## src/rtl/serial_adder_ctrl_pkg.sv

```systemverilog
// Shared definitions for the bit-serial adder: state encodings and default operand width.
package serial_adder_ctrl_pkg;

    localparam int unsigned SA_DEFAULT_WIDTH = 4;

    typedef enum logic [1:0] {
        ST_IDLE  = 2'd0,
        ST_SHIFT = 2'd1,
        ST_DONE  = 2'd2
    } sa_state_e;

endpackage

```

## src/rtl/serial_adder_ctrl_fa_cell.sv

```systemverilog
// Purely combinational 1-bit full adder cell driven serially by serial_adder_ctrl.
module fa_cell (
    input  logic a,
    input  logic b,
    input  logic ci,
    output logic s,
    output logic co
);

    assign s  = a ^ b ^ ci;
    assign co = (a & b) | (a & ci) | (b & ci);

endmodule

```

## src/rtl/serial_adder_ctrl.sv

```systemverilog
// Bit-serial adder controller: shifts operands LSB-first through one fa_cell.
// Optional build macro SERIAL_ADD_OVF_EN adds a two's-complement overflow output.
module serial_adder_ctrl
    import serial_adder_ctrl_pkg::*;
#(
    parameter int unsigned WIDTH = SA_DEFAULT_WIDTH
) (
    input  logic             sys_clk,
    input  logic             sys_rst_n,
    input  logic             start,
    input  logic [WIDTH-1:0] op_a,
    input  logic [WIDTH-1:0] op_b,
    input  logic             carry_in,
    output logic             busy,
    output logic             done,
    output logic [WIDTH-1:0] sum,
`ifdef SERIAL_ADD_OVF_EN
    output logic             overflow,
`endif
    output logic             carry_out
);

    localparam int unsigned CW = $clog2(WIDTH);

    sa_state_e        state_q, state_d;
    logic [WIDTH-1:0] a_sr_q, b_sr_q, sum_sr_q, sum_q;
    logic [CW-1:0]    cnt_q;
    logic             c_q, carry_out_q;
    logic             fa_s, fa_co;
    logic             last_bit;
    logic [WIDTH-1:0] sum_next;

    fa_cell u_fa (
        .a  (a_sr_q[0]),
        .b  (b_sr_q[0]),
        .ci (c_q),
        .s  (fa_s),
        .co (fa_co)
    );

    assign last_bit = (cnt_q == CW'(WIDTH - 1));
    assign sum_next = {fa_s, sum_sr_q[WIDTH-1:1]};

    always_ff @(posedge sys_clk or negedge sys_rst_n) begin
        if (!sys_rst_n) begin
            state_q <= ST_IDLE;
        end else begin
            state_q <= state_d;
        end
    end

    always_comb begin
        state_d = state_q;
        case (state_q)
            ST_IDLE:  if (start) state_d = ST_SHIFT;
            ST_SHIFT: if (last_bit) state_d = ST_DONE;
            ST_DONE:  state_d = ST_IDLE;
            default:  state_d = ST_IDLE;
        endcase
    end

    always_comb begin
        busy = 1'b0;
        done = 1'b0;
        case (state_q)
            ST_SHIFT: busy = 1'b1;
            ST_DONE: begin
                busy = 1'b1;
                done = 1'b1;
            end
            default: ;
        endcase
    end

`ifdef SERIAL_ADD_OVF_EN
    logic ovf_q;

    always_ff @(posedge sys_clk or negedge sys_rst_n) begin
        if (!sys_rst_n) begin
            ovf_q <= 1'b0;
        end else if (state_q == ST_IDLE && start) begin
            ovf_q <= 1'b0;
        end else if (state_q == ST_SHIFT && last_bit) begin
            // c_q is the carry into the MSB at the final bit
            ovf_q <= c_q ^ fa_co;
        end
    end

    assign overflow = ovf_q;
`endif

    always_ff @(posedge sys_clk or negedge sys_rst_n) begin
        if (!sys_rst_n) begin
            a_sr_q      <= '0;
            b_sr_q      <= '0;
            sum_sr_q    <= '0;
            sum_q       <= '0;
            cnt_q       <= '0;
            c_q         <= 1'b0;
            carry_out_q <= 1'b0;
        end else begin
            case (state_q)
                ST_IDLE: begin
                    if (start) begin
                        a_sr_q      <= op_a;
                        b_sr_q      <= op_b;
                        c_q         <= carry_in;
                        cnt_q       <= '0;
                        sum_sr_q    <= '0;
                        sum_q       <= '0;
                        carry_out_q <= 1'b0;
                    end
                end
                ST_SHIFT: begin
                    sum_sr_q <= sum_next;
                    a_sr_q   <= a_sr_q >> 1;
                    b_sr_q   <= b_sr_q >> 1;
                    c_q      <= fa_co;
                    if (last_bit) begin
                        sum_q       <= sum_next;
                        carry_out_q <= fa_co;
                    end else begin
                        cnt_q <= cnt_q + 1'b1;
                    end
                end
                default: ;
            endcase
        end
    end

    assign sum       = sum_q;
    assign carry_out = carry_out_q;

endmodule
```

## config.mk

```make
export PLATFORM = sky130hd
export DESIGN_NAME = serial_adder_ctrl
export DESIGN_NICKNAME = d
export VERILOG_FILES = /design/src/rtl/serial_adder_ctrl_pkg.sv /design/src/rtl/serial_adder_ctrl_fa_cell.sv /design/src/rtl/serial_adder_ctrl.sv
export SDC_FILE = /design/constraint.sdc
export NUM_CORES = 1
export LEC_CHECK = 0
export BUFFER_PORTS_ARGS = -buffer_cell sky130_fd_sc_hd__clkbuf_2
export CORE_UTILIZATION = 26
export CTS_CLUSTER_SIZE = 40
export DETAILED_ROUTE_END_ITERATION = 10
export REMOVE_ABC_BUFFERS = 1
export SYNTH_ARGS = -nofsm -noshare
export SYNTH_HDL_FRONTEND = slang
export SYNTH_SLANG_ARGS = --single-unit
```

## constraint.sdc

```tcl
create_clock -name sys_clk -period 3.5 [get_ports sys_clk]
set_input_delay 0.35 -clock sys_clk [delete_from_list [all_inputs] [get_ports sys_clk]]
set_output_delay 0.35 -clock sys_clk [all_outputs]
set_load 0.1 [all_outputs]
```

[Word-level counts from Yosys, hierarchy flattened]
Index checks and enable logic that the tools add are counted.
Word-level totals
  register bits after elaboration: 22
  bits of input ports: 12
Cells by class
  reduce and logical (&&, ||, !) cells: 7
  equal/unequal tests: 6
  bitwise operators: 7
  add/subtract/negate cells: 1
  mux-type cells: 21
Operators by type and width (count)
  4-bit case mux with 2 select lines: 4
  4-bit 2-to-1 mux: 4
  2-bit 2-to-1 mux: 4
  2-bit case mux with 2 select lines: 2
  2-bit != test, second input constant: 3
  3-bit AND reduction: 2
  1-bit 2-to-1 mux: 5
  2-bit equality test, second input constant: 2
  1-bit case mux with 2 select lines: 2
  2-bit AND reduction: 2
  1-bit bitwise AND: 3
  2-bit by 1-bit adder with 2-bit output, second input constant: 1
  2-bit by 1-bit equality test with 1-bit output, second input constant: 1
  2-bit zero test: 1
  1-bit bitwise OR: 2
  2-bit nonzero test: 1
  2-bit OR reduction: 1
  1-bit bitwise XOR: 2

[Depth between registers and ports, before layout]
Gate-level depths: netlist (run 1).
  word-level depth: 5
  mapped depth: 6
  depth with buffers taken out: 5

[Modules after synthesis]
A second synthesis (run 1) with hierarchy kept.
Unflattened totals
  cell total of the unflattened synthesis: 137
  area total of the unflattened synthesis: 1316.3 µm²
By module, submodules not included
  serial_adder_ctrl: sequential area each 525.5 µm², area each 1296.2 µm², times used 1, cells an instance 136
  fa_cell: sequential area each 0.0 µm², area each 20.0 µm², times used 1, cells an instance 1

[Worst setup path before layout (run 1)]
Ideal clock, no wire load.
  path type: register -> output
  start: register state_q[0]
  end: output busy
  stages on the path, launching flop included: 3
  required time: 3.150 ns
  slack: 1.868 ns
  arrival: 1.282 ns
  path buffers: 0
  path through: dfrtp_1 inv_1 ha_1
On the way
  longest elaborated chain between the ends: 3
RTL lines
  from (decl): RTL line serial_adder_ctrl.sv:25  | sa_state_e state_q, state_d;
  from (signal assigned): RTL line serial_adder_ctrl.sv:48  | state_q <= state_d;
  2-bit equality test / 2-bit by 1-bit equality test with 1-bit output (equally long branches): RTL line serial_adder_ctrl.sv:65  | case (state_q)
  2-bit OR reduction (no line) *
  1-bit 2-to-1 mux *: RTL line serial_adder_ctrl.sv:65
  to (decl): RTL line serial_adder_ctrl.sv:14  | output logic busy,
Every way passes the cells marked *; elsewhere a longest branch is shown, timed or not.

[Final worst setup path (run 1)]
  start: register state_q[1]
  end: register a_sr_q[1]
On the way
  longest elaborated chain between the ends: 3
RTL lines
  2-bit by 1-bit equality test with 1-bit output / 2-bit zero test (equally long branches): RTL line serial_adder_ctrl.sv:102  | case (state_q)
  2-bit nonzero test (no line) / 2-bit != test (equally long branches)
  2-bit AND reduction (no line)
  to (signal assigned): RTL line serial_adder_ctrl.sv:105  | a_sr_q <= op_a;
  to (signal assigned): RTL line serial_adder_ctrl.sv:116  | a_sr_q <= a_sr_q >> 1;
  to (decl): RTL line serial_adder_ctrl.sv:26  | logic [WIDTH-1:0] a_sr_q, b_sr_q, sum_sr_q, sum_q;
Parallel ways exist; a longest one is shown, timed or not.
A chain may end at the register's enable or synchronous reset.

==> impl_metrics.py, run 1 <==
metrics = {
    "logic_synthesis": {
        "synth.top_cells.by_count": "21 x dfrtp_1, 19 x o21ai_0, 17 x nand2_1, 8 x inv_1",
        "ys_warn_count": 0,
        "ys_seq_area_share_pct": 48.1,
        "yosys_register_bits": 21,
        "synthDominantCellAreaShare_pct": 48.1,
        "netlist_instances": 103,
        "yosysMostFrequentCell": "dfrtp_1",
        "yosysTopAreaCell": "dfrtp_1",
        "synth-main-ff-cell": "dfrtp_1",
        "synth.avg_cell_area_um2": 10.6,
        "yosysUniqueCellTypes": 21,
        "synthesis.area_um2": 1090,
        "yosys-top-cells-area": "dfrtp_1 48%, o21ai_0 8.7%, ha_1 8.0%",
        "synth-edff-count": 0,
        "async_flop_share_pct": 100,
    },
    "place": {
        "placed_area_um2": 1210,
        "dp_hpwl_um": 1500,
        "place.gp.congestion": 0.760,
        "numPortBuffers": 18,
    },
    "worst_setup_path": {
        "worstSetupPathType": "reg -> reg",
        "crit_arrival_ns": 2.38,
        "critPathMaxFanout": 25,
        "critical_path_required_ns": 3.58,
        "cp-start-kind": "flop",
        "crit_path_end_kind": "flop",
    },
    "job": {
        "drv_cap": 0,
    },
    "clocking": {
        "cts_root_buf": "clkbuf_8",
        "h-tree-depth": 1,
        "cts_setup_buffers": 0,
        "clock_latency_ns": 0.26,
        "cts_tree": "done",
        "hold_buffers": 0,
        "post_cts_resized": 0,
        "cts.sinks": 21,
        "clockBufferDepth": 2,
        "path_clk_slew_ns": 0.08,
        "numCtsBuffers": 3,
    },
    "drt": {
        "drc": 0,
        "first_pass_iters": 3,
        "wl_per_cell_um": 12.1,
        "vias": 739,
        "ant_nets": 0,
        "drt_iter0_drc": 29,
        "routed_wl_um": 2070,
        "via_per_inst": 4.32,
    },
    "sta": {
        "rsz0062_at_grt": "no",
        "skew_ns": 0.00267,
        "clock.fmax_mhz": 435,
        "finalHoldViolCount": 0,
        "setup_violations": 0,
        "finalCritPeriodShare_pct": 65.6,
        "slew_viol_final": 0,
        "layout_min_cycle_time_ns": 2.30,
        "worstMarginPinSlew_ns": 1.06,
        "finalSetupTns_ns": 0,
        "maxSlewHeadroom_pct": 27.7,
    },
    "floorplan": {
        "core_um2": 4030,
        "rows": 23,
        "ioPinCount": 19,
        "fp.dieH_um": 66.9,
        "die_x_um": 66.9,
        "dieArea_um2": 4470,
        "start_util_pct": 27.1,
    },
    "final_layout": {
        "antenna_cells": 0,
        "multiInputGateArea_um2": 500,
        "nets": 142,
        "syn_to_final_growth_pct": 14.8,
        "n_fill_cell": 427,
        "final-seq-area_um2": 526,
        "fin_area_um2": 1250,
        "drive_gt1_share_pct": 24.8,
    },
    "global_route": {
        "gr-usage-all-layers_pct": 11.1,
        "grt_pass1_wl_um": 3640,
        "grt_max_degree": 26,
        "antenna_found_initial": 0,
        "grt_remaining_overflow": 0,
        "grt_pass1_vias": 799,
    },
    "min_path": {
        "hp-class": "in -> async",
    },
    "outcome": {
        "status": "complete, no violations",
    },
}
critical path, stage by stage (launching register included):
cell and delay, ns:
dfrtp_1 0.36, inv_1 0.10, ha_1 0.44, mux2i_2 0.92, o21ai_0 0.28
per-layer routing:
metal	global-route usage [%]	wire, µm
met2	18.7	979
met1	13.7	994
met3	2.57	92
met4	3.99	0
met5	0	0
layout by cell type (no fill, tap or decap), drive strengths merged:
cell / netlist / layout
dfrtp: 21 / 21
clkbuf: 1 / 21
o21ai: 20 / 20
nand2: 17 / 17
mux2i: 9 / 9
inv: 8 / 8
ha: 7 / 7
nand2b: 4 / 4
o31ai: 4 / 4
a22o: 2 / 2
nor2b: 1 / 1
o41ai: 1 / 1
a21oi: 1 / 1
mux2: 1 / 1
o21a: 1 / 1
or2: 1 / 1
fa: 1 / 1
clkinv: 0 / 1
through the flow:
| stage | hold slack, ns | setup WS, ns | cells | util [%] |
|---|---|---|---|---|
| floorplan | 0.0544 | 1.72 | 99 | - |
| global placement | 0.344 | 1.42 | 167 | 30.0 |
| detailed placement | 0.360 | 1.20 | 167 | 30.0 |
| CTS | 0.0683 | 1.18 | 171 | 31.1 |
| global route | 0.0778 | 0.981 | 171 | 31.1 |
| finish | 0.0529 | 1.20 | 171 | 31.1 |
cell families (layout without fill, tap and decap cells):
| kind of cell | after synthesis | count (layout) | synth area share [%] |
|---|---|---|---|
| compound gates | 29 | 29 | 16.0 |
| fa+ha+maj | 8 | 8 | 9.84 |
| buf+inv | 12 | 30 | 6.18 |
| flops | 21 | 21 | 48.1 |
| mux | 10 | 10 | 9.95 |
| simple gates | 23 | 23 | 9.95 |
area by class of cell:
type,count,share of cell area [%]
sequential,21,41.9
multi-input combinational,70,39.9
timing repair buffer,18,7.18
tap,50,4.99
clock buffer,3,3.29
inverter,8,2.39
clock inverter,1,0.399
flip-flops by register name (all words and copies together) (netlist names):
signal	cells
carry_out	1
state_q	2
sum_sr_q	3
a_sr_q	4
c_q	1
b_sr_q	4
cnt_q	2
sum	4
final timing paths:
| kind | slack, ns | startpoint | cells after the start | endpoint |
|---|---|---|---|---|
| worst max-delay path | 1.20 | state_q[1] | 4 | a_sr_q[1] |
| worst min-delay path | 0.05 | sys_rst_n | 1 | b_sr_q[2] |
| worst max register to register | 1.20 | state_q[1] | 4 | a_sr_q[1] |
| max in group asynchronous | 3.09 | sys_rst_n | 1 | cnt_q[1] |
| min in group sys_clk | 0.33 | op_a[3] | 3 | a_sr_q[3] |
| worst min register to register | 0.49 | sum_sr_q[1] | 2 | sum_sr_q[1] |
Power of run 1 is not shown: default switching activity piles up to over one toggle a cycle in this logic, so the estimate is an artifact.
==> run 2: changes to the inputs <==
==> constraint.sdc (replaced) <==
create_clock -name sys_clk -period 2 [get_ports sys_clk]
set_input_delay 0.2 -clock sys_clk [delete_from_list [all_inputs] [get_ports sys_clk]]
set_output_delay 0.2 -clock sys_clk [all_outputs]
set_load 0.1 [all_outputs]
==> run 2 against run 1 <==
Effect of this change:
- routed wire length decreased by 6.5%
- sequential share of layout area decreased by 0.78 points
- clock skew decreased by 0.0010 ns
- via count increased by 4.3%
- clock-buffer cell count increased by 1
- first-iteration DRC count increased by 3.4%
- global-route usage decreased by 0.62 points
==> impl_metrics.py, run 2 (synthesis gave the netlist of run 1 again) <==
metrics = {
    "clocking": {
        "cts_root_buf": "clkbuf_8",
        "h-tree-depth": 1,
        "numCtsBuffers": 3,
        "cts_tree": "done",
        "cts.sinks": 21,
        "clock_latency_ns": 0.25,
        "path_clk_slew_ns": 0.07,
        "cts_setup_buffers": 0,
        "clockBufferDepth": 2,
    },
    "sta": {
        "finalHoldViolCount": 0,
        "finalSetupTns_ns": 0,
        "whs_ns": 0.185,
        "worstMarginPinSlew_ns": 0.541,
        "slew_viol_final": 0,
        "clock.fmax_mhz": 599,
        "setup_violations": 0,
        "layout_min_cycle_time_ns": 1.67,
        "skew_ns": 0.00166,
        "rsz0062_at_grt": "no",
        "maxSlewHeadroom_pct": 64.1,
        "finalCritPeriodShare_pct": 83.4,
    },
    "worst_setup_path": {
        "worstSetupPathType": "reg -> out",
        "critPathMaxFanout": 4,
        "cp-start-kind": "flop",
        "crit_path_end_kind": "output port",
        "critical_path_required_ns": 1.80,
        "reg2reg_depth": 5,
        "worstReg2RegEnd": "cnt_q[0]",
        "r2r-start": "state_q[0]",
        "reg2reg_setup_slack_ns": 0.36,
        "crit_arrival_ns": 1.47,
    },
    "final_layout": {
        "n_fill_cell": 434,
        "nets": 145,
        "syn_to_final_growth_pct": 16.9,
        "drive_gt1_share_pct": 25.0,
        "antenna_cells": 0,
        "final_common_cell": "dfrtp_1",
        "final_cell_mix": "21 x dfrtp_1, 19 x o21ai_0, 18 x clkbuf_2",
        "layout.cells.non_filler": 174,
    },
    "global_route": {
        "gr-usage-all-layers_pct": 10.5,
        "grt_remaining_overflow": 0,
        "grt_pass1_vias": 852,
        "antenna_found_initial": 0,
        "grt_max_degree": 26,
        "grt_pass1_wl_um": 3600,
    },
    "drt": {
        "drc": 0,
        "first_pass_iters": 3,
        "vias": 771,
        "routed_wl_um": 1930,
        "via_per_inst": 4.43,
        "wl_per_cell_um": 11.1,
        "ant_nets": 0,
        "drt_iter0_drc": 30,
    },
    "place": {
        "placedCellCount": 169,
        "dp_hpwl_um": 1460,
        "numPortBuffers": 18,
        "place.gp.congestion": 0.717,
    },
    "floorplan": {
        "die_x_um": 66.9,
        "rows": 23,
        "fp.dieH_um": 66.9,
        "dieArea_um2": 4470,
        "core_um2": 4030,
        "ioPinCount": 19,
        "start_util_pct": 27.1,
    },
    "min_path": {
        "hp-class": "in -> reg",
        "holdPathStages": 3,
        "holdCritStartpoint": "op_b[3]",
        "whs_endpoint": "b_sr_q[3]",
    },
    "job": {
        "drv_cap": 0,
    },
    "outcome": {
        "status": "complete, no violations",
    },
}
[run 2: changes by cell type in the layout (fill, tap and decap cells not counted)]
cell           previous run  this run
buf_4                     0         2
clkbuf_1                  0         1
clkinv_2                  1         0
dlygate4sd3_1             0         1
[run 2: final cells by class]
cell class	instances	area, µm²	share of cell area (%)
flip-flops and latches	21	526	41.1
multi-input cells	70	500	39.1
repair buffers	21	115	9.00
well taps	50	62.6	4.89
clock buffers	4	45.0	3.52
inverters	8	30.0	2.35
[run 2: worst max-delay path: stages, from the launching register on]
cell	delay, ns
dfrtp_1	0.39
inv_1	0.10
ha_1	0.28
clkbuf_2	0.44
[run 2: metal layers]
metal	wire, µm	vias up	global-route usage [%]
li1	-	393	-
met1	871	361	11.5
met2	957	17	19.6
met3	103	0	3.94
met4	0	0	0.798
met5	0	-	0
[run 2: repair_timing]
item / 4_1_cts / 5_1_grt
hold endpoints to repair: 21 / 0
hold buffers: 1 / 0
gates resized for setup: 0 / 0
[run 2: worst max-delay path by stage]
stage | from | to | slack (ns)
after global routing | state_q[0] | state_q[0] | 0.20
final | state_q[0] | busy | 0.33
after detailed placement | state_q[0] | cnt_q[0] | 0.34
after CTS | state_q[0] | busy | 0.31
after floorplan | state_q[0] | a_sr_q[0] | 0.22
after global placement | state_q[0] | state_q[0] | 0.43
[run 2: through the flow]
step                      instance area [µm²]  util [%]  setup WS [ns]
after detailed placement                 1220      30.4          0.344
after global routing                     1280      31.7          0.197
after CTS                                1280      31.7          0.311
final                                    1280      31.7          0.331
after global placement                   1220      30.4          0.427
after floorplan                          1060         -          0.224
Power of run 2 is left out for the same reason.
